[src/rtl/adder_share_arbiter.sv]
// Shares one WIDTH-bit adder between two requesters with round-robin arbitration.
// Latency: rsp_valid rises ADD_LAT cycles after the accept edge; one op per ADD_LAT+2 cycles.
// Backpressure: the result is held in RESP until rsp_ready; no request is accepted outside IDLE.
//
// Ports:
//   clk, rst                 clock (rising edge), asynchronous active-high reset
//   req{0,1}_valid/_ready    request handshake per requester
//   req{0,1}_a/_b            operands for each requester
//   rsp_valid/_ready         result handshake
//   rsp_sum                  registered sum, MSB is the carry out
//   rsp_id                   requester that owns rsp_sum
//   add_a/add_b/add_sum      connection to the shared external adder
module adder_share_arbiter #(
  parameter int WIDTH   = 8,
  parameter int ADD_LAT = 1   // 1..15
) (
  input  logic             clk,
  input  logic             rst,
  input  logic             req0_valid,
  output logic             req0_ready,
  input  logic [WIDTH-1:0] req0_a,
  input  logic [WIDTH-1:0] req0_b,
  input  logic             req1_valid,
  output logic             req1_ready,
  input  logic [WIDTH-1:0] req1_a,
  input  logic [WIDTH-1:0] req1_b,
  output logic             rsp_valid,
  input  logic             rsp_ready,
  output logic [WIDTH:0]   rsp_sum,
  output logic             rsp_id,
  output logic [WIDTH-1:0] add_a,
  output logic [WIDTH-1:0] add_b,
  input  logic [WIDTH:0]   add_sum
);

  typedef enum logic [1:0] {
    IDLE = 2'd0,
    WAIT = 2'd1,
    RESP = 2'd2
  } state_t;

  localparam logic [3:0] LAT_INIT = 4'(ADD_LAT);

  state_t           state_q, state_d;
  logic             prio_q, prio_d;
  logic [3:0]       cnt_q, cnt_d;
  logic [WIDTH-1:0] add_a_q, add_a_d;
  logic [WIDTH-1:0] add_b_q, add_b_d;
  logic [WIDTH:0]   rsp_sum_q, rsp_sum_d;
  logic             rsp_id_q, rsp_id_d;
  logic             rsp_valid_q, rsp_valid_d;

  // Winner selection: a lone requester wins outright; on contention the
  // requester named by prio wins. With only req1 valid this yields 1, with
  // only req0 valid it yields 0.
  logic grant_any;
  logic winner;

  always_comb begin
    grant_any = (state_q == IDLE) && (req0_valid || req1_valid);
    winner    = (req0_valid && req1_valid) ? prio_q : req1_valid;
  end

  // State register (all architectural state lives here).
  always_ff @(posedge clk or posedge rst) begin
    if (rst) begin
      state_q     <= IDLE;
      prio_q      <= 1'b0;
      cnt_q       <= 4'd0;
      add_a_q     <= '0;
      add_b_q     <= '0;
      rsp_sum_q   <= '0;
      rsp_id_q    <= 1'b0;
      rsp_valid_q <= 1'b0;
    end else begin
      state_q     <= state_d;
      prio_q      <= prio_d;
      cnt_q       <= cnt_d;
      add_a_q     <= add_a_d;
      add_b_q     <= add_b_d;
      rsp_sum_q   <= rsp_sum_d;
      rsp_id_q    <= rsp_id_d;
      rsp_valid_q <= rsp_valid_d;
    end
  end

  // Next-state logic.
  always_comb begin
    state_d     = state_q;
    prio_d      = prio_q;
    cnt_d       = cnt_q;
    add_a_d     = add_a_q;
    add_b_d     = add_b_q;
    rsp_sum_d   = rsp_sum_q;
    rsp_id_d    = rsp_id_q;
    rsp_valid_d = rsp_valid_q;

    unique case (state_q)
      IDLE: begin
        if (grant_any) begin
          add_a_d  = winner ? req1_a : req0_a;
          add_b_d  = winner ? req1_b : req0_b;
          rsp_id_d = winner;
          cnt_d    = LAT_INIT;
          state_d  = WAIT;
        end
      end
      WAIT: begin
        // Operands stay put; the adder output is sampled on the last count.
        cnt_d = cnt_q - 4'd1;
        if (cnt_q == 4'd1) begin
          rsp_sum_d   = add_sum;
          rsp_valid_d = 1'b1;
          state_d     = RESP;
        end
      end
      RESP: begin
        if (rsp_ready) begin
          rsp_valid_d = 1'b0;
          prio_d      = ~rsp_id_q;  // the other requester gets priority next
          state_d     = IDLE;
        end
      end
      default: state_d = IDLE;
    endcase
  end

  // Outputs. Ready is gated by rst so it is low for the whole reset pulse,
  // including any combinational path from valid while the flops are held.
  always_comb begin
    req0_ready = !rst && grant_any && !winner;
    req1_ready = !rst && grant_any &&  winner;
    rsp_valid  = rsp_valid_q;
    rsp_sum    = rsp_sum_q;
    rsp_id     = rsp_id_q;
    add_a      = add_a_q;
    add_b      = add_b_q;
  end

endmodule
[config.mk]
export PLATFORM = sky130hd
export DESIGN_NAME = adder_share_arbiter
export DESIGN_NICKNAME = d
export VERILOG_FILES = /design/src/rtl/adder_share_arbiter.sv
export SDC_FILE = /design/constraint.sdc
export NUM_CORES = 1
export LEC_CHECK = 0
export CAP_MARGIN = 10
export CORE_ASPECT_RATIO = 0.8
export CORE_MARGIN = 5
export CORE_UTILIZATION = 43
export DETAILED_ROUTE_END_ITERATION = 12
export PLACE_DENSITY = 0.81
export SYNTH_ARGS = -nofsm -noshare
export SYNTH_HDL_FRONTEND = slang
export SYNTH_SLANG_ARGS = --single-unit
[constraint.sdc]
create_clock -name clk -period 2.08 [get_ports clk]
set_input_delay 0.52 -clock clk [delete_from_list [all_inputs] [get_ports clk]]
set_output_delay 0.52 -clock clk [all_outputs]
set_load 0.1 [all_outputs]
==> impl_metrics.toml <==
[final_layout]
final_core_util_pct = 69.9
nNetsFinal = 273
n_antenna_cell = 0
drive_gt1_share_pct = 25.7
multiInputGateArea_um2 = 578
seq_area_um2 = 851
area_growth_pct = 55.3
nFillCells = 257

[grt]
grt_antenna_before_repair = 0
grt_pass1_wl_um = 7220
grt_remaining_overflow = 0
grt.total_usage_pct = 18.3
grt_max_degree = 35
grt_pass1_vias = 1497

[routing]
drcViolationCount = 0
wire_per_inst_um = 16.0
ant_nets = 0
dr_total_vias = 1396
totalWireLength_um = 4280
drt-vias-per-instance = 5.21
dr.pass1.iters = 4
dr.first_iter.drc_count = 105

[sta]
worst_pin_slew_ps = 697
fmax_mhz = 512
final_hold_viol_count = 0
fin_tns_setup_ps = 0
fin_skew_ps = 6.27
fin_worst_hold_slack_ps = 487
slew_violations = 0
slew_headroom_pct = 53.5
rsz0062_at_grt = "no"
period_needed_ps = 1950
finalCritPeriodShare_pct = 94.0
finalSetupViolations = 0

[worst_hold_path]
min_path_type = "reg -> reg"

[critical_path]
required_ps = 1560
path_max_fanout = 7
cp_slowest_cell = "dfrtp_1"
crit_chain = "nor2_1, nand3_2, nor2_4, buf_12"
cp.arrival_ps = 1430
critPathLaunchType = "flop"
end_kind = "output pin"
path_class = "reg -> out"
slowest_delay_ps = 430

[cts]
cts_tree = "yes"
cts_buffer_depth = 2
path_clk_slew_ps = 70
cts_inserted_buffers = 5
post_cts_resized = 0
insertion_delay_ps = 280
ctsHoldBuffers = 0
root_buffer = "clkbuf_8"
numClockSinks = 34
htree_levels = 2
cts_setup_buffers = 0

[die]
dieHeight_um = 63.9
core-area_um2 = 3470
rows = 19
pin_count = 75
initial_core_util_pct = 45.0
die_area_um2 = 4950
die_x_um = 77.4

[run_status]
status = "finished clean"

[synthesis]
netlist_area_um2 = 1560
synth_seq_cells = 34
syn_area_per_cell_um2 = 10.6
syn_inst = 147
syn-num-nets = 195
ys_seq_area_share_pct = 54.4
synth_warnings = 0
synth.distinct_cells = 26

[place]
place_congestion = 0.848
io_buffer_count = 74
place_hpwl_um = 3270

[run]
max_cap_viol_count = 0
## Yosys cell counts (all sizes together)
cell    number  area (µm²)
and2b        1        7.51
nor3b        1        12.5
buf          4        28.8
xor2         1        8.76
a21oi        1        5.00
mux2         9         101
o221a        3        33.8
nor4         1        6.26
o22ai        2        12.5
mux2i        1        10.0
nand2        7        26.3
nand3        2        20.0
or2          1        6.26
o21ai       17        85.1
clkbuf       3        11.3
o211a        1        10.0
nand2b       3        18.8
o21bai       3        22.5
inv         29         109
nand3b       2        15.0
nor2         6        22.5
ha           2        25.0
o221ai      13         114
dfrtp       34         851
## registers in the layout (all words and copies together) (netlist names)
signal and count:
add_a 8, add_b 8, cnt_q 4, prio_q 1, rsp_id 1, rsp_sum 9, rsp_valid 1, state_q 2
## stage by stage
step           cell area [µm²]  worst slack [ps]  std cells
2_1_floorplan             1580               134        147
5_1_grt                   2430              42.2        268
4_1_cts                   2420              18.7        268
3_3_place_gp              2310              54.5        260
3_5_place_dp              2310              26.7        260
6_report                  2430               125        268
## metal layers
metal | routed length [µm] | vias up | track usage, %
met4 | 79 | 0 | 7.08
li1 | - | 659 | -
met3 | 289 | 9 | 6.60
met1 | 1690 | 675 | 21.8
met5 | 0 | - | 0
met2 | 2220 | 53 | 30.3
## worst paths after layout
kind / from / cells past startpoint / endpoint / slack, ps
max in group asynchronous: rst / 3 / rsp_sum[7] / 970
max: state_q[1] / 4 / req1_ready / 130
max reg2reg: cnt_q[0] / 4 / rsp_sum[6] / 450
min reg2reg: rsp_valid / 2 / rsp_valid / 490
min: rsp_valid / 2 / rsp_valid / 490
min in group asynchronous: rst / 3 / add_b[6] / 800
## worst max-delay path: cells and delay by family, from the launching register on
family / cells / cell delay [ps]
buffers and inverters: 1 / 180
AND/OR/NAND/NOR: 3 / 540
flip-flops: 1 / 430
## layout by cell type (no fill, tap or decap), drive strengths merged
cell type and count:
nor3b 1, inv 29, o221ai 13, a21oi 1, clkbuf 5, nand2b 3
mux2 9, o211a 1, dlymetal6s2s 2, o21bai 3, nand2 7, ha 2
nor4 1, or2 1, o21ai 17, o22ai 2, nor2 6, buf 33
nand3 2, o221a 3, dfrtp 34, and2b 1, clkdlybuf4s50 43, bufinv 1
nand3b 2, xor2 1, clkinv 2, mux2i 1
## area by class of cell
cell class,count,share of cell area (%)
tap,42,2.16
clock inverter,3,1.65
inverter,29,4.48
multi-input combinational,77,23.8
sequential,34,35.1
clock buffer,5,2.84
timing repair buffer,78,30.0
## kinds of logic after synthesis
group           count (synthesis)  share of synthesized area (%)
mux                            10                           7.13
fa+ha+maj                       2                           1.60
flops                          34                           54.4
compound gates                 40                           18.1
xor+xnor                        1                          0.561
simple gates                   24                           8.65
buf+inv                        36                           9.53
Power is not shown: default switching activity piles up to over one toggle a cycle in this logic, so the estimate is an artifact.
==> variant, RTL diff (config.mk and constraints unchanged) <==
Take the reset off `rsp_sum_q` and load it in a clocked block of its own.
--- a/src/rtl/adder_share_arbiter.sv
+++ b/src/rtl/adder_share_arbiter.sv
@@ -71,3 +71,2 @@
       add_b_q     <= '0;
-      rsp_sum_q   <= '0;
       rsp_id_q    <= 1'b0;
@@ -80,3 +79,2 @@
       add_b_q     <= add_b_d;
-      rsp_sum_q   <= rsp_sum_d;
       rsp_id_q    <= rsp_id_d;
@@ -84,2 +82,6 @@
     end
+  end
+
+  always_ff @(posedge clk) begin
+    rsp_sum_q <= rsp_sum_d;
   end
Formal check against the unedited RTL: differs if rst is asserted again (counterexample within 4 cycles, from zero or initial values and one cycle with rst high); with rst held inactive, the same outputs for 10 cycles.
==> variant against the original RTL <==
- via count up 9.6%
- worst setup slack worse by 0.090 ns
- area after synthesis up 3.3%
- final area up 5.4%
- sequential cell count unchanged
- routed wire length up 13%
- non-clock buffer count up 10
- count of clock-buffer cells in the layout unchanged
Power is left out: the tool's default activity adds up to more than one toggle a clock period on the data nets, which glitch-free logic cannot reach.
==> variant: results (changes against the original RTL) <==
Yosys
  – Library cells used by synthesis: 28 (+7.7%)
  – Synth Area in Compound Gates: 24.4% (+6.3 points)
  – Synth Area in XOR/XNOR: 0.543% (-0.018 points)
  – Synth Instances: 149 (+1.4%)
  – Fraction of registers with async set/reset: 73.5% (-26 points)
  – Top post-synthesis cells by area: dfrtp_1, edfxtp_1, a31oi_2, o21ai_0, a21oi_1
  – Sequential share of the synthesized area: 55.5% (+1.1 points)
  – Mux contribution to synthesized area: 0% (-7.1 points)
  – Synth Area in Adders: 1.55% (-0.051 points)
  – Net Count, Synth: 197 (+1.0%)
  – Yosys warns: 0 (unchanged)
  – Most frequent cells after synthesis: dfrtp_1, o21ai_0, a21oi_1, nand3_1
  – Post-synth EDFFs: 9 (+9)

Final layout
  – Fill count: 244 (-5.1%)
  – Multi-input logic area: 657 um2 (+14%)
  – Layout cell share with drive strength beyond 1: 30.8% (+5.1 points)
  – Fin nets: 281 (+2.9%)

STA
  – Final min period: 2.04 ns (+0.0897 ns)
  – Least-Margin Pin Slew: 0.400 ns (-0.297 ns)
  – Worst Skew: 0.00838 ns (+0.00211 ns)
  – Hold slack: 0.421 ns (-0.0660 ns)

Setup path
  – Slowest CP cell: dlygate4sd2_1
  – R2r setup slk: 0.43 ns (-0.02 ns)
  – R2R depth: 5 (+1)
  – Crit-path max cell delay: 0.26 ns (-0.17 ns)
  – Data arrival, critical path: 1.52 ns (+0.09 ns)
  – Cell family with most CP delay: simple AND/OR/NAND/NOR gates
  – CP max FO: 3 (-4)

Drt
  – Router iterations before antenna repair: 4 (unchanged)
  – DR vias/cell: 5.54 (+6.4%)
  – Initial DRC count: 72 (-31%)
  – Total Wirelength: 4830 um (+13%)
  – Routed via count: 1530 (+9.6%)

Placement
  – DP Cell Count: 267 (+2.7%)
  – Post-detail-place hpwl: 3640 um (+11%)
  – Place WS: -0.243 ns (-0.269 ns)
  – GP Congestion: 0.815 (-3.8%)
  – Placed Area: 2410 um2 (+4.3%)
  – PortBufs: 74 (unchanged)

Global route
  – Vias in the first global route: 1559 (+4.1%)
  – First-pass GRT wire length: 7630 um (+5.6%)
  – Largest net degree at the start of global routing: 26 (-26%)
  – GRT Total Usage: 19.4% (+1.1 points)

Worst hold path
  – Hold Path Class: input port to asynchronous set/reset pin

Clock tree
  – Worst skew pair latency: 0.28 ns (about the same)

Run status
  – Status: completed
variant: cell types whose count changed after synthesis, moves of 4 or more:
cell / change
inv_1: -23
a31oi_2: +9
dfrtp_1: -9
o221ai_1: -13
a31oi_1: +7
a21oi_1: +17
mux2_2: -9
clkbuf_1: +4
nand3_1: +16
edfxtp_1: +9
nor2_1: -4
variant: final timing paths:
kind,startpoint,end
worst min register to register,rsp_valid$_DFFE_PP0P_,rsp_valid$_DFFE_PP0P_
min in group clk,rsp_valid$_DFFE_PP0P_,rsp_valid$_DFFE_PP0P_
worst max register to register,cnt_q[1]$_DFFE_PP0P_,rsp_sum[3]$_DFFE_PP_
worst max-delay path,req0_valid,req1_ready
max in group asynchronous,rst,rsp_id$_DFFE_PP0P_
worst min-delay path,rst,cnt_q[0]$_DFFE_PP0P_
variant: timing repair:
item,CTS,global route
gates resized for setup,5,3
buffers inserted,0,1
setup endpoints to repair,2,2
pin swaps,2,1
variant: cell type report:
class / count / area share (%)
Sequential cell: 34 / 35.0
Timing Repair Buffer: 88 / 31.1
Multi-Input combinational cell: 98 / 25.7
Clock buffer: 5 / 2.69
Clock inverter: 3 / 2.49
Tap cell: 42 / 2.05
Inverter: 6 / 1.03
variant: tightest hold or removal path: stages:
cell and delay [ns]:
dlymetal6s2s_1 0.17, clkinvlp_4 0.10, buf_4 0.31
variant: routing by layer:
| layer | share of wire (%) | routed length (um) | global-route usage (%) |
|---|---|---|---|
| met5 | 0 | 0 | 0 |
| met4 | 0.60 | 29 | 5.02 |
| met3 | 8.2 | 395 | 5.68 |
| met2 | 49 | 2370 | 31.9 |
| met1 | 42 | 2040 | 25.2 |
variant: logic make-up after synthesis:
family / after synthesis
simple gates: 36
xor+xnor: 1
compound gates: 59
buf+inv: 17
fa+ha+maj: 2
flops: 34
